[src/rtl/prog_loader_pkg.sv]
// Shared types and constants for the UART program loader.
package prog_loader_pkg;

    typedef enum logic [2:0] {
        ST_RUN      = 3'd0,
        ST_WAIT_HDR = 3'd1,
        ST_LEN_H    = 3'd2,
        ST_LEN_L    = 3'd3,
        ST_DATA_L   = 3'd4,
        ST_DATA_H   = 3'd5,
        ST_CSUM     = 3'd6,
        ST_ERR      = 3'd7
    } state_e;

    localparam logic [11:0] PROG_BASE        = 12'h300;
    localparam logic [10:0] PROG_MAX_WORDS   = 11'h680;
    localparam logic [7:0]  HDR_BYTE_DEFAULT = 8'h4C;

    // Running 8-bit wrap-around checksum over data bytes.
    function automatic logic [7:0] csum_add(input logic [7:0] acc, input logic [7:0] b);
        return acc + b;
    endfunction

endpackage

[src/rtl/prog_loader_byte_timer.sv]
// Inter-byte idle counter: expired flags the TIMEOUT_CYCLES-th idle cycle since the last byte.
module byte_timer #(
    parameter int unsigned TIMEOUT_CYCLES = 2_700_000
) (
    input  logic clk,
    input  logic rst,
    input  logic clear,
    input  logic enable,
    output logic expired
);

    localparam int CNT_W = $clog2(TIMEOUT_CYCLES + 1);
    localparam logic [CNT_W-1:0] LAST = CNT_W'(TIMEOUT_CYCLES - 1);

    logic [CNT_W-1:0] count_q;
    logic [CNT_W-1:0] count_d;

    // Next count: restart on a byte or when disabled, saturate at the last idle cycle.
    always_comb begin
        count_d = count_q;
        if (clear || !enable) begin
            count_d = '0;
        end else if (count_q != LAST) begin
            count_d = count_q + CNT_W'(1);
        end else begin
            count_d = count_q;
        end
    end

    // Counter register.
    always_ff @(posedge clk) begin
        if (rst) begin
            count_q <= '0;
        end else begin
            count_q <= count_d;
        end
    end

    // A byte arriving on the expiry cycle takes precedence over the timeout.
    assign expired = enable && !clear && (count_q == LAST);

endmodule

[src/rtl/prog_loader.sv]
// UART program loader: receives a framed program, writes it at PROG_BASE while
// holding the CPU in reset, and otherwise passes CPU memory traffic straight through.
module prog_loader
    import prog_loader_pkg::*;
#(
    parameter int unsigned TIMEOUT_CYCLES = 2_700_000,
    parameter logic [7:0]  HDR_BYTE       = HDR_BYTE_DEFAULT,
    parameter int          ADDR_WIDTH     = 12
) (
    input  logic                  clk,
    input  logic                  rst,
    input  logic                  load_req,
    input  logic [7:0]            rx_data,
    input  logic                  rx_valid,
    input  logic [ADDR_WIDTH-1:0] cpu_addr,
    input  logic                  cpu_wr,
    input  logic                  cpu_byt,
    input  logic [15:0]           cpu_wr_data,
    output logic [ADDR_WIDTH-1:0] mem_addr,
    output logic                  mem_wr,
    output logic                  mem_byt,
    output logic [15:0]           mem_wr_data,
    output logic                  cpu_rst,
    output logic                  busy,
    output logic                  err
);

    state_e                state_q, state_d;
    logic [7:0]            len_hi_q, len_hi_d;
    logic [10:0]           len_q, len_d;
    logic [7:0]            lo_q, lo_d;
    logic [10:0]           idx_q, idx_d;
    logic [7:0]            csum_q, csum_d;
    logic                  wr_pend_q, wr_pend_d;
    logic [ADDR_WIDTH-1:0] wr_addr_q, wr_addr_d;
    logic [15:0]           wr_data_q, wr_data_d;
    logic                  cpu_rst_q, cpu_rst_d;
    logic                  err_q, err_d;

    logic                  timed_s;
    logic                  expired_s;
    logic                  is_hdr_s;
    logic [15:0]           len16_s;

    assign timed_s  = (state_q == ST_LEN_H) || (state_q == ST_LEN_L) || (state_q == ST_DATA_L)
                   || (state_q == ST_DATA_H) || (state_q == ST_CSUM);
    assign is_hdr_s = rx_valid && (rx_data == HDR_BYTE);
    assign len16_s  = {len_hi_q, rx_data};

    byte_timer #(
        .TIMEOUT_CYCLES(TIMEOUT_CYCLES)
    ) u_timer (
        .clk     (clk),
        .rst     (rst),
        .clear   (rx_valid),
        .enable  (timed_s),
        .expired (expired_s)
    );

    // Next-state logic; states only advance on rx_valid, so the timeout default is overridden by a byte.
    always_comb begin
        state_d   = expired_s ? ST_ERR : state_q;
        len_hi_d  = len_hi_q;
        len_d     = len_q;
        lo_d      = lo_q;
        idx_d     = idx_q;
        csum_d    = csum_q;
        wr_pend_d = 1'b0;
        wr_addr_d = wr_addr_q;
        wr_data_d = wr_data_q;
        case (state_q)
            ST_RUN: begin
                if (load_req) begin
                    state_d = ST_WAIT_HDR;
                end else begin
                    state_d = ST_RUN;
                end
            end
            ST_WAIT_HDR, ST_ERR: begin
                if ((state_q == ST_ERR) && load_req) begin
                    state_d = ST_WAIT_HDR;
                end else if (is_hdr_s) begin
                    state_d = ST_LEN_H;
                    idx_d   = 11'd0;
                    csum_d  = 8'd0;
                end else begin
                    state_d = state_q;
                end
            end
            ST_LEN_H: begin
                if (rx_valid) begin
                    len_hi_d = rx_data;
                    state_d  = ST_LEN_L;
                end else begin
                    len_hi_d = len_hi_q;
                end
            end
            ST_LEN_L: begin
                if (rx_valid) begin
                    if ((len16_s == 16'h0000) || (len16_s > {5'd0, PROG_MAX_WORDS})) begin
                        state_d = ST_ERR;
                    end else begin
                        len_d   = len16_s[10:0];
                        state_d = ST_DATA_L;
                    end
                end else begin
                    len_d = len_q;
                end
            end
            ST_DATA_L: begin
                if (rx_valid) begin
                    lo_d    = rx_data;
                    csum_d  = csum_add(csum_q, rx_data);
                    state_d = ST_DATA_H;
                end else begin
                    lo_d = lo_q;
                end
            end
            ST_DATA_H: begin
                if (rx_valid) begin
                    wr_pend_d = 1'b1;
                    wr_addr_d = ADDR_WIDTH'(PROG_BASE + {idx_q, 1'b0});
                    wr_data_d = {rx_data, lo_q};
                    csum_d    = csum_add(csum_q, rx_data);
                    idx_d     = idx_q + 11'd1;
                    state_d   = (idx_q == (len_q - 11'd1)) ? ST_CSUM : ST_DATA_L;
                end else begin
                    wr_pend_d = 1'b0;
                end
            end
            ST_CSUM: begin
                if (rx_valid) begin
                    state_d = (rx_data == csum_q) ? ST_RUN : ST_ERR;
                end else begin
                    csum_d = csum_q;
                end
            end
            default: begin
                state_d = ST_RUN;
            end
        endcase
        // The CPU leaves reset only once the FSM has already settled in RUN for a cycle.
        cpu_rst_d = (state_d != ST_RUN) || (state_q != ST_RUN);
        err_d     = (state_d == ST_ERR);
    end

    // State and datapath registers.
    always_ff @(posedge clk) begin
        if (rst) begin
            state_q   <= ST_RUN;
            len_hi_q  <= 8'd0;
            len_q     <= 11'd0;
            lo_q      <= 8'd0;
            idx_q     <= 11'd0;
            csum_q    <= 8'd0;
            wr_pend_q <= 1'b0;
            wr_addr_q <= ADDR_WIDTH'(PROG_BASE);
            wr_data_q <= 16'h0000;
            cpu_rst_q <= 1'b1;
            err_q     <= 1'b0;
        end else begin
            state_q   <= state_d;
            len_hi_q  <= len_hi_d;
            len_q     <= len_d;
            lo_q      <= lo_d;
            idx_q     <= idx_d;
            csum_q    <= csum_d;
            wr_pend_q <= wr_pend_d;
            wr_addr_q <= wr_addr_d;
            wr_data_q <= wr_data_d;
            cpu_rst_q <= cpu_rst_d;
            err_q     <= err_d;
        end
    end

    // Memory port mux: CPU passthrough in RUN, loader-owned otherwise.
    always_comb begin
        mem_addr    = ADDR_WIDTH'(PROG_BASE);
        mem_wr      = 1'b0;
        mem_byt     = 1'b0;
        mem_wr_data = 16'h0000;
        if (state_q == ST_RUN) begin
            mem_addr    = cpu_addr;
            mem_wr      = cpu_wr;
            mem_byt     = cpu_byt;
            mem_wr_data = cpu_wr_data;
        end else if (wr_pend_q) begin
            mem_addr    = wr_addr_q;
            mem_wr      = 1'b1;
            mem_wr_data = wr_data_q;
        end else begin
            mem_addr    = ADDR_WIDTH'(PROG_BASE);
            mem_wr      = 1'b0;
        end
    end

    assign cpu_rst = cpu_rst_q;
    assign err     = err_q;
    assign busy    = (state_q != ST_RUN);

endmodule

[config.mk]
export PLATFORM = sky130hd
export DESIGN_NAME = prog_loader
export DESIGN_NICKNAME = d
export VERILOG_FILES = /design/src/rtl/prog_loader_pkg.sv /design/src/rtl/prog_loader_byte_timer.sv /design/src/rtl/prog_loader.sv
export SDC_FILE = /design/constraint.sdc
export NUM_CORES = 1
export LEC_CHECK = 0
export CAP_MARGIN = 10
export CORE_ASPECT_RATIO = 2
export CORE_UTILIZATION = 50
export CTS_CLUSTER_SIZE = 8
export DETAILED_ROUTE_END_ITERATION = 10
export PLACE_DENSITY = 0.8
export SYNTH_ARGS = -nofsm -noshare
export SYNTH_HDL_FRONTEND = slang
export SYNTH_SLANG_ARGS = --single-unit
[constraint.sdc]
create_clock -name clk -period 2.15 [get_ports clk]
set_input_delay 0.645 -clock clk [delete_from_list [all_inputs] [get_ports clk]]
set_output_delay 0.645 -clock clk [all_outputs]
set_load 0.05 [all_outputs]
==> Yosys cells after proc, flatten, opt, wreduce, memory -nomap -nowiden <==
Cells that the tools add are included.
{ "op_classes": {"add_sub_neg": 5, "n_mul": 0, "div_mod_pow": 0, "order_cmp": 1, "eq_ne": 17, "n_shift": 0, "n_mux": 29, "bitwise": 2, "reduce_logical": 29} }
{ "op_table": {"columns": ["op", "count"], "rows": [
  ["2-to-1 mux 11 bit", 3],
  ["2-to-1 mux 16 bit", 2],
  ["2-to-1 mux 3 bit", 9],
  ["2-to-1 mux 12 bit", 2],
  ["2-to-1 mux 8 bit", 3],
  ["adder 22 x 1 -> 22 bit, second input constant", 1],
  ["equality test 22 bit, second input constant", 1],
  ["!= test 22 bit, second input constant", 1],
  ["one-hot mux 11 bit (2 select lines)", 1],
  ["one-hot mux 3 bit (7 select lines)", 1],
  ["> comparator 16 x 11 -> 1 bit, second input constant", 1],
  ["zero test 16 bit", 1],
  ["one-hot mux 8 bit (2 select lines)", 1],
  ["equality test 3 bit, second input constant", 5],
  ["adder 10 x 12 -> 12 bit, first input constant", 1],
  ["adder 11 x 1 -> 11 bit, second input constant", 1],
  ["equality test 11 bit", 1],
  ["subtractor 11 x 1 -> 11 bit, second input constant", 1],
  ["adder 8 bit", 1],
  ["equality test 8 x 7 -> 1 bit, second input constant", 1],
  ["equality test 8 bit", 1],
  ["AND reduction 4 bit", 2],
  ["OR reduction 2 bit", 4],
  ["logical OR 1 bit", 7],
  ["14 further kinds", 31]
]} }
{ "word_totals": {"ff_bits": 102, "latch_bits": 0, "ramBits": 0, "rom_bits": 0, "in_bits": 42, "out_inout_bits": 33, "wordCells": 95, "mem_count": 0} }

==> Depth between registers and ports, before layout <==
{ "depth": {"depth_word": 12, "ltp_mapped": 10} }

==> Hierarchy <==
From an unflattened synthesis, not the netlist that was laid out.
{ "unflattened": {"hier_cells": 714, "hier_area_um2": 5484.0} }
{ "by_module_without_submodules": {"columns": ["mod", "instances", "cells_per_inst", "area_each_um2", "seq_area_each_um2"], "rows": [
  ["prog_loader", 1, 586, 4320.4, 1581.5],
  ["byte_timer", 1, 128, 1163.6, 440.4]
]} }

==> Least setup slack after synthesis <==
Ideal clock, no wire load.
{ "synth_path": {"path_type": "register to output", "startpoint": "reg state_q[0]", "endpoint": "out mem_addr[8]", "arrival_time_ns": 2.092, "slack_ns": -0.587, "stages_incl_launch_ff": 6, "path_cell_list": "dfxtp_1 > buf_2 > nor3_1 > clkbuf_1 > inv_1 > a31oi_1"} }
{ "synth_via": {"elab_chain_cells": 2} }
{ "synth_lines": {"columns": ["item", "line_no", "text"], "rows": [
  ["start, declared", "prog_loader.sv:28", "state_e state_q, state_d;"],
  ["start signal, assigned", "prog_loader.sv:162", "state_q <= state_d;"],
  ["zero test 3 bit", "prog_loader.sv:182", "if (state_q == ST_RUN) begin"],
  ["2-to-1 mux 12 bit", "prog_loader.sv:182", null],
  ["end, declared", "prog_loader.sv:19", "output logic [ADDR_WIDTH-1:0] mem_addr,"]
]} }
Every way passes these cells.

==> Worst setup path in the final report <==
{ "layout_path": {"startpoint": "in rx_data[2]", "endpoint": "reg err_q, in the netlist err"} }
{ "layout_via": {"elab_chain_cells": 6, "word_cells_on_any_way": 14, "cone_classes": "1 x order compare; 3 x eq/ne; 7 x mux; 3 x reduce/logical"} }
{ "layout_lines": {"columns": ["item", "line_no", "text"], "rows": [
  ["start, declared", "prog_loader.sv:13", "input logic [7:0] rx_data,"],
  ["> comparator 16 x 11 -> 1 bit (tied with other cells)", "prog_loader.sv:100", "if ((len16_s == 16'h0000) || (len16_s > {5'd0, PROG_MAX_WORDS})) begin"],
  ["logical OR 1 bit or logical AND 1 bit (tied branches)", "prog_loader.sv:100, prog_loader.sv:47", null],
  ["2-to-1 mux 2 bit or 2-to-1 mux 3 bit (tied branches)", "prog_loader.sv:100, prog_loader.sv:82", null],
  ["2-to-1 mux 3 bit, on equally long branches", "prog_loader.sv:99, prog_loader.sv:80", null],
  ["one-hot mux 3 bit (7 select lines) (*)", "prog_loader.sv:71", "case (state_q)"],
  ["equality test 3 bit (*)", "prog_loader.sv:144", "err_d = (state_d == ST_ERR);"],
  ["end signal, assigned", "prog_loader.sv:172", "err_q <= err_d;"],
  ["end, declared", "prog_loader.sv:38", "logic err_q, err_d;"]
]} }
Mark *: on every way between the ends. The rest lies on a longest branch, timed or not.
A chain may end at the register's enable or synchronous reset.

==> run metrics <==
status finished, violations left; violated checks negative setup slack; Syn Inst Count around 690; largest net degree at the start of global routing 38; worst IR drop on VDD a little over 0.0004 V; fin. max-slew vios 0; r2r worst-path depth 8; Hold Path Class flip-flop to flip-flop; Hold Vio Cnt, Final 0; gr ovfl total 0; fraction of registers with async set/reset 0%; CTS sink count between 100 and 150; LEAKAGE 2.95 nW; critical path startpoint category input pin; sequential-to-total area share from yosys stat a little under two fifths; layout cells sized above 1 ~28%; starting DRC count in detailed routing 370; required time worst endpoint approximately 2.4 ns; initial core utilization about half; CP arrival ~2.6 ns; HPWL after DPL around 11 mm; final worst-path setup slack -0.248 ns; Antenna diodes 0; most common cell in the netlist nand2_1; RSZ-0062 raised after global routing yes; Syn Area/Cell 7.73 um^2; Cell Pwr Density roughly 530 nW/um^2; setup TNS -5.02 ns; Clock Tree Root clkbuf_16; # DRC 0; post-route ant nets 0; dominant synthesized flop cell dfxtp_1; Synth area leaders dfxtp_1 38%, nand2_1 10%, nor2_1 5.6%, a21oi_1 5.1%, xnor2_1 5.0%; max_slew headroom 52.7%; First-pass DRT Iterations 5; max cap viols 0; first-pass GRT wire length ~26 mm; #FFs+latches synth about 100; Die X approximately 75 um; total track usage a little under a third; Placeable Area 10200 um^2; synthesis warning total 0; Syn Std Cell Area around 5300 um^2; Synth-to-Final Area Change 48.9%; Clock transition at path regs 0.07 ns; Post-synth EDFFs 0; Die Footprint 11000 um^2; CTS tree done; met1 Use GR 28.3%; Rows 52; final net count 879; synth cell count leaders 143 x nand2_1, 101 x dfxtp_1, 79 x nor2_1; Yosys top cell area share 38.2%; final period utilization 112%; CTS H-tree depth 3; total chip power around 4.2 mW; worst clock skew between 0.01 and 0.015 ns; Final Setup Violations 46; worst-path fanout max 4; count of input and output buffers 74; TritonCTS buffer count 9; vias in the first global route 5785; crit end category flip-flop; Tmin final around 2.4 ns; post-synth top area cell dfxtp_1; RePlAce Congestion 0.902; CP Class input pin to flip-flop; Die Y roughly 150 um; vias around 5600; Avg WL per Cell between 15 and 20 um; Max clock buf depth 2; met2 GRT Util 58.5%; M3 GR Usage under 10%; Worst Tran Pin Value ~0.69 ns; I/O Pins 75; cell count after placement 928; vias per cell roughly 6; final wirelength 17.5 mm; Post-Layout Cell Count a little under 1000; Syn Nets 740; initial antenna violation count 0; library cells used by synthesis 50; hold depth 2; Worst-Skew Late Latency approximately 0.35 ns; FMAX between 400 and 500 MHz; peak-usage layer in the global routing report met2
cell families after synthesis:
group	after synthesis	synth area share (%)
xor gates and xnor gates	49	8.11
DFF	101	38.2
buffers and inverters	56	4.37
AOI/OAI and AO/OA	117	12.7
adders and majority gates	13	3.21
and+or+nand+nor	326	29.1
muxes	23	4.35
layout by cell type, fill, tap and decap left out, types with 8 or more instances in the layout:
| master | Yosys | routed |
|---|---|---|
| nand3_1 | 23 | 23 |
| inv_1 | 19 | 17 |
| nand4_1 | 10 | 10 |
| dfxtp_1 | 101 | 97 |
| o21ai_2 | 0 | 22 |
| buf_12 | 0 | 33 |
| a21oi_1 | 54 | 51 |
| nand2_2 | 0 | 11 |
| nor3_1 | 13 | 8 |
| clkdlybuf4s50_1 | 0 | 31 |
| mux2i_1 | 23 | 22 |
| buf_6 | 2 | 10 |
| nor2_1 | 79 | 77 |
| clkbuf_16 | 0 | 11 |
| ha_1 | 12 | 11 |
| buf_4 | 0 | 74 |
| xor2_1 | 19 | 19 |
| nand2_1 | 143 | 127 |
| xnor2_1 | 30 | 30 |
final cells by class:
| type | count | area, um^2 |
|---|---|---|
| Inverter | 19 | 75.1 |
| Timing Repair Buffer | 165 | 1870 |
| Fill cell | 629 | 2330 |
| Multi-Input combinational cell | 528 | 3470 |
| Sequential cell | 101 | 2030 |
| Clock inverter | 6 | 47.5 |
| Tap cell | 135 | 169 |
| Clock buffer | 9 | 225 |
timing repair:
item / CTS / global route
cloned: 3 / 2
gates resized for setup: 80 / 48
hold buffers: 0 / 0
setup buffers: 12 / 5
pin swaps: 21 / 17
setup endpoints to repair: 65 / 65
layer usage:
layer | routed length, um | share of wire [%]
met1 | 5690 | 33
met2 | 9580 | 55
met5 | 0 | 0
met3 | 974 | 5.6
met4 | 1200 | 6.9
flip-flops by register name, summed over array words and instances, names as in the netlist:
name             cells
idx_q               11
csum_q               8
wr_data_q           16
cpu_rst              1
u_timer.count_q     22
wr_pend_q            1
len_hi_q             8
len_q               11
err                  1
lo_q                 8
wr_addr_q           11
state_q              3
power by group:
| group | internal (mW) | total [mW] | switching (mW) |
|---|---|---|---|
| sequential | 1.87 | 1.87 | 0.00238 |
| combinational | 0.368 | 0.769 | 0.402 |
| clock | 0.794 | 1.54 | 0.751 |
path summary, 6_finish.rpt:
kind	from	end	slack (ns)
max	rx_data[2]	err	-0.25
min	lo_q[6]	wr_data_q[6]	0.46
max reg2reg	len_hi_q[6]	err	-0.17
min reg2reg	lo_q[6]	wr_data_q[6]	0.46
worst max-delay path: stages:
cell and delay [ns]:
dlygate4sd2_1 0.26, ha_1 0.37, nor4_2 0.20, buf_4 0.17
nand3_1 0.15, o21ai_2 0.23, o32ai_4 0.12, o31ai_1 0.40
a21oi_1 0.08
through the flow:
step	cell area, um^2	setup WS (ns)	hold WS (ns)	utilization (%)
after floorplan	5430	-0.156	0.432	-
after global placement	7020	-0.771	0.439	68.7
after detailed placement	7020	-0.885	0.447	68.7
after CTS	7690	-0.112	0.457	75.3
after global routing	7890	-0.252	0.477	77.2
final	7890	-0.248	0.458	77.2
Power figures use the tool's default switching activity.
==> variant 1: new RTL, same flow settings <==
Register the output `mem_addr`, without a reset; this adds one clock of latency there. The other outputs are not delayed to match.
--- a/src/rtl/prog_loader.sv
+++ b/src/rtl/prog_loader.sv
@@ -25,4 +25,6 @@
     output logic                  err
 );
+
+    logic [ADDR_WIDTH-1:0] mem_addr_d;
 
     state_e                state_q, state_d;
@@ -176,19 +178,19 @@
     // Memory port mux: CPU passthrough in RUN, loader-owned otherwise.
     always_comb begin
-        mem_addr    = ADDR_WIDTH'(PROG_BASE);
+        mem_addr_d  = ADDR_WIDTH'(PROG_BASE);
         mem_wr      = 1'b0;
         mem_byt     = 1'b0;
         mem_wr_data = 16'h0000;
         if (state_q == ST_RUN) begin
-            mem_addr    = cpu_addr;
+            mem_addr_d  = cpu_addr;
             mem_wr      = cpu_wr;
             mem_byt     = cpu_byt;
             mem_wr_data = cpu_wr_data;
         end else if (wr_pend_q) begin
-            mem_addr    = wr_addr_q;
+            mem_addr_d  = wr_addr_q;
             mem_wr      = 1'b1;
             mem_wr_data = wr_data_q;
         end else begin
-            mem_addr    = ADDR_WIDTH'(PROG_BASE);
+            mem_addr_d  = ADDR_WIDTH'(PROG_BASE);
             mem_wr      = 1'b0;
         end
@@ -199,4 +201,8 @@
     assign busy    = (state_q != ST_RUN);
 
+    always_ff @(posedge clk) begin
+        mem_addr <= mem_addr_d;
+    end
+
 endmodule
 
Behaviour: not the same (a bounded check fails within 4 cycles, from zero or initial values and one cycle with rst high).
==> variant 1 against the unedited design <==
The flow still finishes with violations (setup timing). Non-clock buffer count fell by 8. Final area is 6.2% higher. Setup slack better by 7.6 ps. Total power is 39% higher. Synthesized area grew 7.2%. Routed wire length increased by 11%. Sequential cell count rose by 12. Largest cell class unchanged. Largest power group is now clock.
==> variant 1: results (changes against the unedited design) <==
[outcome]
status = complete, but fails checks
violations = setup timing

[grt]
grt_pass1_wl_um = 29500  ; +11%
grt_util_met3_pct = 6.65  ; +0.035 points
grt_util_met2_pct = 57.9  ; -0.61 points
grt_max_degree = 59  ; +55%
gr-usage-all-layers_pct = 32.0  ; +0.87 points

[placed_design]
placed_area_um2 = 7180  ; +2.3%
dp.cells = 952  ; +2.6%
gp_congestion = 0.950  ; +5.4%
post-place-ws_ps = -815  ; +69.7 ps
hpwlAfterDp_um = 11300  ; about the same

[min_path]
hold_end = wr_data_q[13]$_SDFFE_PP0P_
hold_start = wr_data_q[13]$_SDFFE_PP0P_

[power_and_ir_drop]
p_leak_nw = 3.19  ; +7.9%
power.total_mw = 5.83  ; +39%
ir_drop_v = 0.000619  ; +51%
pg_seq_mw = 2.12  ; +13%

[synth]
synth_nets = 768  ; +3.8%
synth_mux_area_share_pct = 4.08  ; -0.27 points
ys_seq_area_share_pct = 39.9  ; +1.7 points
synth_fa_ha_area_share_pct = 3.00  ; -0.21 points
synth_common_cells = nand2_1 (141), dfxtp_1 (113), nor2_1 (74), a21oi_1 (50), o21ai_0 (41)
yosys-top-cells-area = dfxtp_1 (40%), nand2_1 (9.3%), nor2_1 (4.9%)
synth-xor-area-share_pct = 6.18  ; -1.9 points
avgSynthCellArea_um2 = 7.96  ; +3.0%

[drt]
wl_met3_um = 1160  ; +19%
vias_per_cell = 5.98  ; +2.2%
routedWlPerCell_um = 19.3  ; +6.4%
met1Wirelength_um = 6710  ; +18%
via_count = 5993  ; +6.5%
drt_iter0_drc = 581  ; +57%
met2WireLength_um = 10300  ; +7.2%

[clocking]
clock_latency_ps = 420  ; +70 ps
numCtsBuffers = 17  ; +8
path_clk_slew_ps = 50  ; -20 ps
htreeDepth = 4  ; +1

[timing]
fin_ws_ps = -240  ; +7.58 ps
setup_tns_ps = -3540  ; +1480 ps
holdWs_ps = 456  ; -2.05 ps
setup_viol = 23  ; -50%
finalClockSkew_ps = 6.53  ; -3.61 ps

[critical_path]
worstPathArrival_ps = 1750  ; -870 ps
ff2ff_path_depth = 6  ; -2
r2r-start = len_q[3]$_SDFFE_PP0P_
crit_fanout = 7  ; +3
startpoint = state_q[2]$_SDFF_PP0_

[final_layout]
final_nets = 905  ; +3.0%
num-fill-cells = 662  ; +5.2%
final_util_pct = 76.5  ; -0.67 points
drive_gt1_share_pct = 25.4  ; -2.9 points
largestRegisters = u_timer.count_q: 22 flops, wr_data_q: 16 flops, mem_addr: 12 flops

## variant 1: cell count changes in the layout (fill, tap and decap cells not counted), sizes merged, moves of 6 or more
cell         before  now
clkbuf           12   23
nor3             15   23
buf             125  104
a21oi            56   50
xor2             19   12
dfxtp           101  113
dlygate4sd2       4   16
o21ai            33   45
## variant 1: critical path, stage by stage (launching register included)
cell and delay, ps:
dfxtp_4 360, nor3_4 260, buf_6 150, buf_8 130, buf_16 130, nand2_2 70
o21ai_4 70, buf_12 150
## variant 1: timing repair
action	in CTS	in global routing
gates cloned	6	0
pin swaps	16	12
buffers inserted	9	6
gates resized for setup	89	47
setup endpoints to repair	66	49
## variant 1: cell families (layout without fill, tap and decap cells)
family,after synthesis,in the layout
AO/OA/AOI/OAI,136,136
XOR/XNOR,40,40
adder cells (fa/ha/maj),13,13
buffers and inverters,60,210
flip-flops,113,113
multiplexers,23,23
AND/OR/NAND/NOR,328,328
## variant 1: final cells by class
| class | count | area, um2 | share of cell area [%] |
|---|---|---|---|
| multi-input combinational | 540 | 3520 | 42.1 |
| sequential | 113 | 2270 | 27.1 |
| timing repair buffer | 157 | 1690 | 20.2 |
| clock buffer | 18 | 439 | 5.24 |
| clock inverter | 14 | 188 | 2.24 |
| tap | 140 | 175 | 2.09 |
| inverter | 21 | 86.3 | 1.03 |
## variant 1: how the worst max path moves through the flow
stage	slack, ps	end	depth (start not counted)
2_1_floorplan	-220	mem_wr_data[10]	5
3_5_place_dp	-820	csum_q[6]$_SDFFE_PP0P_	10
3_3_place_gp	-780	csum_q[6]$_SDFFE_PP0P_	10
4_1_cts	-140	mem_wr	7
5_1_grt	-300	mem_wr_data[15]	7
6_report	-240	mem_wr_data[15]	7
==> variant 2: new RTL, same settings <==
Made on the original files. `ADDR_WIDTH`: 12 -> 11.
--- a/src/rtl/prog_loader.sv
+++ b/src/rtl/prog_loader.sv
@@ -6,5 +6,5 @@
     parameter int unsigned TIMEOUT_CYCLES = 2_700_000,
     parameter logic [7:0]  HDR_BYTE       = HDR_BYTE_DEFAULT,
-    parameter int          ADDR_WIDTH     = 12
+    parameter int          ADDR_WIDTH     = 11
 ) (
     input  logic                  clk,
Interface: changed (resized cpu_addr and mem_addr); port bits go from 75 to 73. No check against the original RTL was run, so the function may have changed too.
==> variant 2 against the unedited design <==
The flow still finishes with violations (setup timing). Setup slack better by 24 ps. Sequential cell count down 1. Utilization up 1.6 points. Highest routed layer unchanged. Total power up 0.51%. Final area up 1.4%. First-iteration DRC count up 21%. Routed wire length up 2.3%. Largest power group unchanged. Synthesized area down 0.61%.
==> variant 2: results (changes against the unedited design) <==
[placed_design]
post-place-ws_ps = -1030  ; -147 ps
portBuffers = 72  ; -2.7%
gp_congestion = 0.907  ; +0.61%
hpwlAfterDp_um = 10900  ; -3.9%

[final_layout]
largestRegisters = u_timer.count_q: 22 flops, wr_data_q: 16 flops
final_nets = 882  ; +0.34%
num_antenna_cells = 0  ; unchanged
drive_gt1_share_pct = 31.7  ; +3.4 points

[drt]
vias_per_cell = 5.78  ; -1.1%
top_layer = met4
drt_iter0_drc = 449  ; +21%
wl_met3_um = 894  ; -8.2%
dr.pass1.iters = 5  ; unchanged
met1Wirelength_um = 6180  ; +8.7%
met2WireLength_um = 9770  ; +1.9%
routedWlPerCell_um = 18.4  ; +1.8%

[synth]
synth_common_cells = nand2_1 (155), dfxtp_1 (100), nor2_1 (65), a21oi_1 (52), nand3_1 (44)
synth_nets = 746  ; +0.81%
ys_seq_area_share_pct = 38.0  ; -0.14 points
synthDistinctLibCells = 53  ; +6.0%
yosys-top-cells-area = dfxtp_1 (38%), nand2_1 (11%), a21oi_1 (4.9%)

[timing]
worst_slew_pin_slew_ps = 387  ; -304 ps
finalClockSkew_ps = 7.79  ; -2.35 ps
setup_viol = 45  ; -2.2%
fin_ws_ps = -224  ; +23.9 ps

[clocking]
post_cts_resize_count = 141  ; +76%
clockRootBuffer = clkbuf_16
path_clk_slew_ps = 80
post_cts_buffers = 10  ; -2

[grt]
antenna_found_initial = 0  ; unchanged
grt_pass1_wl_um = 26300  ; -0.78%
grt_util_met2_pct = 56.0  ; -2.5 points
grtUsageMet1_pct = 30.7  ; +2.4 points
gr-usage-all-layers_pct = 31.2  ; +0.051 points
grt_max_degree = 73  ; +92%
grt_pass1_vias = 5661  ; -2.1%
grt_util_met3_pct = 4.46  ; -2.2 points

[power_and_ir_drop]
ir_drop_v = 0.000533  ; +30%
p_leak_nw = 3.00  ; +1.7%

[critical_path]
r2r-start = len_q[0]$_SDFFE_PP0P_
startpoint = state_q[1]$_SDFF_PP0_
worstPathArrival_ps = 1730  ; -890 ps
crit_fanout = 15  ; +11
ff2ff_path_depth = 9  ; +1

[min_path]
hold_start = lo_q[3]$_SDFFE_PP0P_

[outcome]
violations = setup timing
status = complete, but fails checks

==> variant 2: cell types whose count changed after synthesis, sizes merged, moves of 11 or more <==
cell   before  now
nand2     143  155
nand3      23   44
o21ai      33    6
mux2i      23   12
nor2       80   66
==> variant 2: cells by family (layout without fill, tap and decap cells) <==
logic type	Yosys count	in the layout	share of synthesized area (%)
flops	100	100	38.0
fa+ha+maj	13	13	3.23
compound gates	98	98	12.0
buf+inv	59	199	4.26
xor+xnor	45	45	7.49
simple gates	365	366	32.7
mux	12	12	2.28
==> variant 2: power by group <==
group	switching (mW)	internal (mW)	leakage (nW)
logic	0.406	0.325	2.05
registers	0.00222	1.85	0.806
clock network	0.794	0.830	0.150
total	1.20	3.01	3.00
==> variant 2: final timing paths <==
path	endpoint	slack (ps)
worst max-delay path	mem_addr[9]	-220
worst min-delay path	lo_q[3]$_SDFFE_PP0P_	460
worst min register to register	lo_q[3]$_SDFFE_PP0P_	460
worst max register to register	err$_SDFF_PP0_	60
==> variant 2: through the flow <==
step | std cells | setup TNS, ps | hold slack (ps) | cell area, um2 | utilization (%)
after floorplan | 692 | -2480 | 432 | 5400 | -
after global placement | 935 | -37610 | 440 | 6660 | 65.7
after detailed placement | 935 | -39790 | 447 | 6660 | 65.7
after CTS | 965 | -5530 | 457 | 7570 | 74.6
after global routing | 968 | -8880 | 475 | 8000 | 78.8
final | 968 | -6110 | 457 | 8000 | 78.8
==> variant 2: critical path: stages, from the launching register on <==
cell and delay, ps:
dfxtp_2 320, or2_4 250, nor2_4 150, inv_4 100
buf_16 180, a31oi_4 190, buf_6 190
==> variant 2: layout make-up <==
class,instances,area (um2)
multi-input cells,534,3680
clock buffers,9,225
inverters,17,66.3
well taps,135,169
clock inverters,7,81.3
repair buffers,166,1770
fillers,587,2150
flip-flops and latches,100,2000
